$ cat src/rtl/uart_rx_fifo.sv
// Receive buffer behind the UART receiver: FWFT queue with fill level,
// level interrupt and a sticky back-pressure flag.
module uart_rx_fifo #(
  parameter int DATA_BITS = 8,
  parameter int DEPTH     = 16,
  parameter int IRQ_LEVEL = 1
) (
  input  logic                   clk,
  input  logic                   rst,
  input  logic [DATA_BITS-1:0]   in_data,
  input  logic                   in_valid,
  output logic                   in_ready,
  output logic [DATA_BITS-1:0]   out_data,
  output logic                   out_valid,
  input  logic                   out_ready,
  input  logic                   flush,
  input  logic                   clr_stall,
  output logic [$clog2(DEPTH):0] count,
  output logic                   empty,
  output logic                   full,
  output logic                   stall,
  output logic                   irq
);

  localparam int AW = $clog2(DEPTH);
  localparam int PW = AW + 1;

  logic [DATA_BITS-1:0] mem [DEPTH];
  logic [PW-1:0]        wr_ptr;
  logic [PW-1:0]        rd_ptr;
  logic                 push;
  logic                 pop;

  // Extra pointer MSB makes the modular difference span 0..DEPTH.
  assign count     = wr_ptr - rd_ptr;
  assign empty     = (count == '0);
  assign full      = (count == PW'(DEPTH));
  assign in_ready  = !full;
  assign out_valid = !empty;
  assign out_data  = mem[rd_ptr[AW-1:0]];
  assign irq       = (count >= PW'(IRQ_LEVEL));

  assign push = in_valid & in_ready;
  assign pop  = out_valid & out_ready;

  always_ff @(posedge clk or posedge rst) begin
    if (rst) begin
      wr_ptr <= '0;
      rd_ptr <= '0;
    end else if (flush) begin
      wr_ptr <= '0;
      rd_ptr <= '0;
    end else begin
      if (push) wr_ptr <= wr_ptr + 1'b1;
      if (pop)  rd_ptr <= rd_ptr + 1'b1;
    end
  end

  always_ff @(posedge clk or posedge rst) begin
    if (rst) begin
      for (int i = 0; i < DEPTH; i++) mem[i] <= '0;
    end else if (push && !flush) begin
      mem[wr_ptr[AW-1:0]] <= in_data;
    end
  end

  // Set beats clear; flush leaves the flag alone.
  always_ff @(posedge clk or posedge rst) begin
    if (rst) stall <= 1'b0;
    else     stall <= (in_valid & full) | (stall & ~clr_stall);
  end

endmodule

$ cat config.mk
export PLATFORM = sky130hd
export DESIGN_NAME = uart_rx_fifo
export DESIGN_NICKNAME = d
export VERILOG_FILES = /design/src/rtl/uart_rx_fifo.sv
export SDC_FILE = /design/constraint.sdc
export NUM_CORES = 1
export LEC_CHECK = 0
export CORE_MARGIN = 8
export CORE_UTILIZATION = 25
export CTS_CLUSTER_DIAMETER = 40
export DETAILED_ROUTE_END_ITERATION = 10
export PLACE_DENSITY = 0.41
export SLEW_MARGIN = 15
export SYNTH_ARGS = -nofsm -noshare
export SYNTH_HDL_FRONTEND = slang
export SYNTH_SLANG_ARGS = --single-unit
$ cat constraint.sdc
create_clock -name clk -period 6.9 [get_ports clk]
set_input_delay 1.035 -clock clk [delete_from_list [all_inputs] [get_ports clk]]
set_output_delay 1.035 -clock clk [all_outputs]
set_load 0.05 [all_outputs]
==> out/metrics.csv, run 1 <==
stage,metric,value,unit
placement,io_buffer_count,32,
run_status,status,completed,
power,leakage,3.52,nW
critical_path,r2r_start,rd_ptr[1],
power,finalPower,3.25,mW
finish,fin_cells,866,
hold_path,hold_path.class,reg2reg,
drt,dr_total_vias,4088,
finish,final_area,8110,um^2
floorplanning,die_y,181,um
logic_synthesis,ys_seq_area_frac,0.508,
critical_path,cp_cell_sequence,"buf_4, clkinv_1, fa_1, nor3b_1, nand4b_1, a211oi_4, buf_4, clkdlybuf4s50_1",
critical_path,path_class,reg2out,
global_routing,overflow,0,
finish,final_common_cell,dfrtp_1,
global_routing,grt_pass1_wl,28.2,mm
floorplanning,start_util,0.254,
finish,layout_common_cells,"dfrtp_1 (138), mux2_2 (128), nand2_1 (37)",
timing,timing_hold_violations_final,0,
critical_path,critPathLaunchType,flop,
drt,drc,0,
finish,area_growth,18.5,%
hold_path,hp-start,mem[41],
logic_synthesis,syn_area,6850,um^2
cts,post_cts_buffers,0,
timing,worst_pin_slew,0.857,ns
timing,rsz0062_at_grt,false,
power,power_density,401,nW/um^2
cts,clock_latency,0.42,ns
timing,min_period_over_period,0.764,
floorplanning,ios,33,
critical_path,worst-path-stages,8,
placement,dp.cells,835,
placement,gp_congestion,0.765,
critical_path,critPathArrivalTime,4.24,ns
critical_path,timing.critical_path.slowest_cell_delay,0.90,ns
flow_run,cap_violations,0,
critical_path,startpoint,rd_ptr[1],
critical_path,cp-endpoint,full,
logic_synthesis,synth_nets,507,
global_routing,antenna_found_initial,0,
cts,tritoncts,yes,
critical_path,crit_slowest_cell,clkdlybuf4s50_1,
placement,place_area,7520,um^2
finish,drive_above_1_share,0.406,
global_routing,grt_pass1_vias,4497,
drt,drt-pass1-iter-count,5,
drt,route.detailed.wl_per_inst,20.2,um
critical_path,critPathTopFamily,buffers and inverters,
timing,hold-worst-slack,0.501,ns
timing,relSlewSlack,0.426,
drt,viasPerCell,4.72,
power,ir_drop,0.172,mV
critical_path,rr_worst_depth,9,
logic_synthesis,synth_cells,483,
critical_path,cp_num_buf_inv,4,
critical_path,end_kind,primary output,
critical_path,cp_common_cell,buf_4,
floorplanning,placementRows,60,
floorplanning,dieArea,32900,um^2
cts,clock_sinks,139,
finish,nets,537,
logic_synthesis,ys_warn_count,0,
cts,ctsRootBufferMaster,clkbuf_16,
logic_synthesis,ys_ff_latch,139,
global_routing,track_usage,0.112,
cts,cts_resized,0,
cts,cts_max_level,4,
floorplanning,die_w,181,um
critical_path,r2r_end,mem[4],
timing,setup_viol,0,
timing,fmax,190,MHz
timing,finClkSkew,0.0101,ns
logic_synthesis,synth_cell_types,35,
cts,clk_pin_slew,0.06,ns
floorplanning,core,27000,um^2
drt,drtIter0Drc,267,
placement,dp_hpwl,11.7,mm
timing,slew_viol_final,0,
critical_path,required,5.86,ns
timing,setup-tns-final,0,ns
finish,antenna_cells,0,
cts,cts_made_buffers,17,
critical_path,reg2reg_slack,2.92,ns
cts,clock_path_buffers,2,
logic_synthesis,postSynthAreaPerCell,14.2,um^2
cts,cts_hold_buf,0,
drt,antenna_left,0,
timing,min_period,5.27,ns
global_routing,grt_max_degree,80,
critical_path,crit_fanout,28,
drt,drt-total-wl,17.5,mm
synth_stat cells:
library cell,count,area share
nor3b_1,1,0.0011
buf_12,1,0.0029
buf_2,5,0.0037
clkinv_1,2,0.0011
or3_1,9,0.0082
nand3_1,7,0.0051
a211o_1,1,0.0013
nor4b_4,8,0.028
o41ai_1,2,0.0026
xor2_2,1,0.0024
clkbuf_1,10,0.0055
fa_1,1,0.0029
dfrtp_1,139,0.51
nand4_1,4,0.0037
ha_1,9,0.016
nor2_1,4,0.0022
nand3b_1,2,0.0022
inv_1,13,0.0071
nand2_1,37,0.020
o22ai_1,1,0.00091
a211oi_2,1,0.0018
xor2_1,2,0.0026
mux2_2,128,0.21
and3_1,9,0.0082
buf_1,10,0.0055
o21ai_0,10,0.0073
nor2_2,6,0.0055
nor2b_1,4,0.0037
a21oi_1,11,0.0080
nor4_4,1,0.0031
mux4_2,32,0.11
nand4b_1,1,0.0013
buf_8,1,0.0022
a31oi_1,8,0.0073
a21o_1,2,0.0022
registers in the layout (all words and copies together), names as in the netlist:
register and cells:
stall 1, wr_ptr 5, mem 128, rd_ptr 5
power by group:
group | internal [mW] | switching, mW
Combinational | 0.507 | 0.846
Clock | 0.577 | 0.345
Sequential | 0.923 | 0.0544
Total | 2.01 | 1.25
through the flow:
stage,setup WS [ns],utilization
after floorplan,2.14,-
after global placement,2.17,0.279
after detailed placement,2.09,0.279
after CTS,1.62,0.301
after global routing,1.42,0.301
final,1.63,0.301
routing by layer:
metal	global-route usage	share of wire	vias up
met5	0	0	-
met1	0.152	0.49	2179
met2	0.177	0.47	68
li1	-	-	1831
met4	0.0285	0.0092	0
met3	0.0263	0.032	10
logic make-up after synthesis:
family / count (synthesis) / synth area share
multiplexers: 160 / 0.316
flip-flops: 139 / 0.508
AND/OR/NAND/NOR: 93 / 0.0923
buffers and inverters: 42 / 0.0280
AO/OA/AOI/OAI: 36 / 0.0314
adder cells (fa/ha/maj): 10 / 0.0194
XOR/XNOR: 3 / 0.00494
worst min path at each step:
stage	end	slack [ns]	depth (start not counted)
after floorplan	mem[0]	0.47	1
after global placement	mem[10]	0.48	1
after detailed placement	mem[72]	0.49	1
after CTS	mem[42]	0.50	1
after global routing	mem[14]	0.52	1
final	mem[41]	0.50	1
cell type report:
cell class | count | area [um^2]
clock inverters | 10 | 144
well taps | 341 | 427
inverters | 15 | 61.3
fillers | 2679 | 18800
multi-input cells | 302 | 3180
repair buffers | 38 | 365
flip-flops and latches | 139 | 3480
clock buffers | 21 | 450
No activity file was read; power rests on OpenSTA's default activity.
==> run 2, diff against run 1 <==
PLACE_DENSITY = 0.42   (was 0.41)
clock period = 4.25 ns   (was 6.9 ns; I/O delays follow)
==> out/metrics.csv, run 2 (synthesis results as in run 1) <==
stage,metric,value,unit
placement,dp_hpwl,11.5,mm
floorplanning,core,27000,um^2
critical_path,reg2reg_slack,0.84,ns
cts,post_cts_buffers,0,
drt,drt-pass1-iter-count,4,
critical_path,timing.critical_path.slowest_cell_delay,0.60,ns
power,p_clk_frac,0.285,
critical_path,critPathLaunchType,flop,
critical_path,crit_fanout,28,
global_routing,grt_pass1_vias,4535,
global_routing,overflow,0,
cts,clock_sinks,139,
timing,setup_viol,0,
finish,final_util,0.307,
timing,rsz0062_at_grt,false,
critical_path,cp_num_buf_inv,4,
global_routing,grtUsageMet3,0.0246,
power,power_switching_share,0.374,
drt,viasPerCell,4.71,
critical_path,end_kind,primary output,
critical_path,critPathTopFamily,adder cells,
finish,largest_reg_flops,128,
global_routing,use_met2,0.173,
drt,dr_total_vias,4129,
floorplanning,placementRows,60,
power,p_switching,2.02,mW
finish,drive_above_1_share,0.435,
global_routing,antenna_found_initial,0,
cts,ctsRootBufferMaster,clkbuf_16,
timing,min_period,3.83,ns
drt,drt-total-wl,17.1,mm
finish,top_regs,"mem: 128 flops, rd_ptr: 5 flops, wr_ptr: 5 flops",
drt,drc,0,
cts,clock_latency,0.42,ns
drt,drtIter0Drc,295,
floorplanning,ios,33,
floorplanning,start_util,0.254,
placement,io_buffer_count,32,
critical_path,path_class,reg2out,
finish,layout_common_cells,"dfrtp_1 (138), mux2_2 (128), nand2_1 (37)",
finish,area_growth,20.8,%
flow_run,cap_violations,0,
critical_path,critPathArrivalTime,3.20,ns
finish,final_common_cell,dfrtp_1,
global_routing,track_usage,0.109,
global_routing,grt_max_degree,109,
timing,timing_hold_violations_final,0,
power,combPwrFrac,0.416,
power,p_int,3.38,mW
timing,min_period_over_period,0.902,
timing,fmax,261,MHz
cts,cts_made_buffers,17,
floorplanning,die_y,181,um
cts,cts_max_level,4,
power,seqPwrFrac,0.299,
placement,gp_congestion,0.744,
timing,relSlewSlack,0.467,
cts,tritoncts,yes,
critical_path,cp_common_cell,inv_1,
timing,finClkSkew,0.00935,ns
timing,hold-worst-slack,0.502,ns
critical_path,cp_cell_sequence,"ha_1, inv_1, fa_1, nor3b_1, nand4b_1, a211oi_4, buf_12, inv_1, buf_4",
placement,place_area,7660,um^2
timing,worst_pin_slew,0.798,ns
timing,setup-tns-final,0,ns
drt,route.detailed.wl_per_inst,19.5,um
cts,clock_path_buffers,2,
finish,final_area,8270,um^2
run_status,status,completed,
finish,largest_register,mem,
power,ir_drop,0.280,mV
global_routing,grt_pass1_wl,27.7,mm
finish,nets,547,
critical_path,required,3.61,ns
power,leakage,3.61,nW
global_routing,grt-busiest-layer,met2,
power,power_density,652,nW/um^2
finish,fillers,2654,
cts,clk_pin_slew,0.06,ns
floorplanning,dieArea,32900,um^2
floorplanning,die_w,181,um
cts,cts_hold_buf,0,
critical_path,crit_slowest_cell,dfrtp_2,
power,finalPower,5.40,mW
cts,cts_resized,0,
drt,antenna_left,0,
finish,antenna_cells,0,
global_routing,use_met1,0.145,
timing,slew_viol_final,0,
hold_path,hold_path.class,reg2reg,
## run 2: worst paths after layout
check / to / depth (start not counted) / start
min in group asynchronous: stall / 2 / rst
setup reg to reg: mem[5] / 9 / rd_ptr[0]
max in group asynchronous: mem[92] / 3 / rst
setup / recovery: in_ready / 9 / rd_ptr[0]
hold reg to reg: mem[14] / 1 / mem[14]
hold / removal: mem[14] / 1 / mem[14]
## run 2: worst register-to-register path, cell delays in order (launching register included)
cell and delay, ns:
dfrtp_2 0.60, ha_1 0.24, inv_1 0.06, fa_1 0.48
nor3b_1 0.25, nand4b_1 0.27, a211oi_4 0.34, buf_12 0.25
or3_1 0.42, mux2_2 0.39
## run 2: layout make-up
type / count / area [um^2] / share of cell area
flip-flops and latches: 139 / 3480 / 0.421
inverters: 15 / 60.1 / 0.00726
clock buffers: 22 / 474 / 0.0573
multi-input cells: 302 / 3180 / 0.385
well taps: 341 / 427 / 0.0516
repair buffers: 48 / 508 / 0.0614
clock inverters: 10 / 140 / 0.0169
## run 2: per-stage QoR
step                      instances  setup slack (ns)
after floorplan                 483             0.154
after global placement          845             0.930
after detailed placement        845             0.827
after CTS                       877             0.367
after global routing            877             0.207
final                           877             0.416
## run 2: power groups by stage
stage	Sequential, mW	Combinational (mW)	Clock (mW)
6_report	1.61	2.24	1.54
5_1_grt	1.64	2.40	1.65
4_1_cts	1.62	2.29	1.59
3_5_place_dp	1.64	2.29	0
3_3_place_gp	1.64	2.27	0
2_1_floorplan	1.60	1.57	0
## run 2: per-layer routing
metal | part of all wire | vias to the layer above
li1 | - | 1873
met1 | 0.47 | 2174
met2 | 0.48 | 63
met3 | 0.031 | 19
met4 | 0.015 | 0
met5 | 0 | -
==> run 3, diff against run 2 <==
CORE_UTILIZATION = 46   (was 25)
PLACE_DENSITY = 0.67   (was 0.42)
SKIP_LAST_GASP = 1   (was default)
==> out/metrics.csv, run 3 (synthesis results as in run 1) <==
stage,metric,value,unit
flow_run,cap_violations,0,
hold_path,hp-start,mem[53],
timing,fmax,266,MHz
critical_path,r2r_end,mem[23],
finish,final_common_cell,dfrtp_1,
floorplanning,dieArea,19000,um^2
global_routing,grt_max_degree,56,
power,p_int,3.26,mW
finish,final_area,7960,um^2
floorplanning,ios,33,
timing,worst_pin_slew,0.945,ns
timing,timing_hold_violations_final,0,
critical_path,critPathArrivalTime,3.12,ns
timing,min_period,3.75,ns
placement,dp_hpwl,10.2,mm
global_routing,antenna_found_initial,0,
global_routing,grt_pass1_wl,25.5,mm
hold_path,hold_path.class,reg2reg,
cts,cts_max_level,4,
power,combPwrFrac,0.420,
timing,rsz0062_at_grt,false,
critical_path,path_class,reg2out,
drt,drt-total-wl,15.6,mm
floorplanning,start_util,0.471,
global_routing,use_met2,0.272,
floorplanning,die_y,138,um
cts,clock_path_buffers,2,
finish,largest_reg_flops,128,
drt,drt-pass1-iter-count,4,
finish,drive_above_1_share,0.421,
power,ir_drop,0.409,mV
timing,setup_viol,0,
floorplanning,core,14500,um^2
floorplanning,die_w,138,um
critical_path,cp_cell_sequence,"clkinv_1, fa_1, xor2_2, a211o_1, a211oi_4, inv_1, buf_4",
power,power_switching_share,0.377,
placement,gp_congestion,0.811,
critical_path,rr_worst_depth,8,
critical_path,crit_fanout,11,
hold_path,min_to,mem[53],
finish,largest_register,mem,
critical_path,critPathLaunchType,flop,
power,power_density,658,nW/um^2
global_routing,use_met1,0.242,
drt,drtIter0Drc,345,
drt,dr_total_vias,4184,
critical_path,timing.critical_path.slowest_cell_delay,0.59,ns
cts,ctsRootBufferMaster,clkbuf_16,
critical_path,r2r_start,rd_ptr[1],
cts,cts_made_buffers,17,
critical_path,required,3.61,ns
cts,clock_sinks,139,
timing,min_period_over_period,0.883,
cts,post_cts_buffers,0,
cts,clk_pin_slew,0.05,ns
power,seqPwrFrac,0.305,
cts,cts_resized,0,
finish,antenna_cells,0,
finish,layout_common_cells,"dfrtp_1 (138), mux2_2 (128), nand2_1 (37)",
cts,tritoncts,yes,
global_routing,track_usage,0.181,
global_routing,grt-busiest-layer,met2,
drt,drc,0,
cts,cts_hold_buf,0,
timing,setup-tns-final,0,ns
finish,top_regs,"mem: 128 flops, rd_ptr: 5 flops, wr_ptr: 5 flops",
cts,clock_latency,0.43,ns
run_status,status,completed,
critical_path,end_kind,primary output,
timing,finClkSkew,0.00636,ns
power,leakage,3.56,nW
critical_path,crit_slowest_cell,fa_1,
power,p_clk_frac,0.275,
timing,relSlewSlack,0.369,
placement,place_ws,0.895,ns
hold_path,hold_depth,1,
critical_path,reg2reg_slack,0.85,ns
drt,antenna_left,0,
placement,io_buffer_count,32,
timing,slew_viol_final,0,
drt,route.detailed.wl_per_inst,21.8,um
placement,place_area,7380,um^2
global_routing,overflow,0,
timing,setup_slack,0.496,ns
drt,viasPerCell,5.86,
power,p_switching,1.97,mW
floorplanning,placementRows,44,
global_routing,grtUsageMet3,0.0486,
finish,area_growth,16.2,%
finish,nets,541,
global_routing,grt_pass1_vias,4540,
run 3: cell types whose count changed in the layout (fill, tap and decap cells not counted), sizes merged:
cell / delta
buf: -7
bufinv: -1
clkbuf: +3
clkdlybuf4s50: +1
clkinv: +1
clkinvlp: -3
run 3: worst max-delay path by stage:
stage / start / to / slack [ns] / cells after the start
final: rd_ptr[1] / in_ready / 0.50 / 7
after global placement: rd_ptr[1] / mem[117] / 0.99 / 8
after floorplan: rd_ptr[2] / rd_ptr[2] / 0.15 / 12
after global routing: rd_ptr[1] / in_ready / 0.31 / 7
after detailed placement: wr_ptr[0] / mem[23] / 0.90 / 10
after CTS: rd_ptr[1] / in_ready / 0.50 / 7
run 3: power groups by stage:
stage	clock (mW)	sequential, mW	combinational (mW)
final	1.44	1.60	2.20
after global routing	1.53	1.62	2.32
after CTS	1.47	1.60	2.22
after detailed placement	0	1.62	2.21
after global placement	0	1.60	2.19
after floorplan	0	1.60	1.57
run 3: area by class of cell:
type | instances | area, um^2
fillers | 1223 | 6580
flip-flops and latches | 139 | 3480
multi-input cells | 302 | 3180
clock buffers | 25 | 485
repair buffers | 42 | 428
well taps | 184 | 230
clock inverters | 7 | 88.8
inverters | 15 | 60.1
run 3: worst max-delay path, delay by kind of cell, from the launching register on:
kind            cells  cell delay (ns)
compound gates      2             0.87
flops               1             0.34
buf+inv             3             0.67
xor+xnor            1             0.21
fa+ha+maj           1             0.59
run 3: routing by layer:
layer	share of wire	up-vias
met2	0.47	112
met5	0	-
met1	0.45	2192
li1	-	1850
met4	0.025	0
met3	0.054	30
run 3: metrics by stage:
stage	utilization	instances	hold slack (ns)	power [mW]
final	0.547	714	0.504	5.24
after global routing	0.547	714	0.511	5.47
after CTS	0.547	714	0.505	5.29
after detailed placement	0.508	682	0.492	3.83
after global placement	0.508	682	0.484	3.79
after floorplan	-	483	0.474	3.17
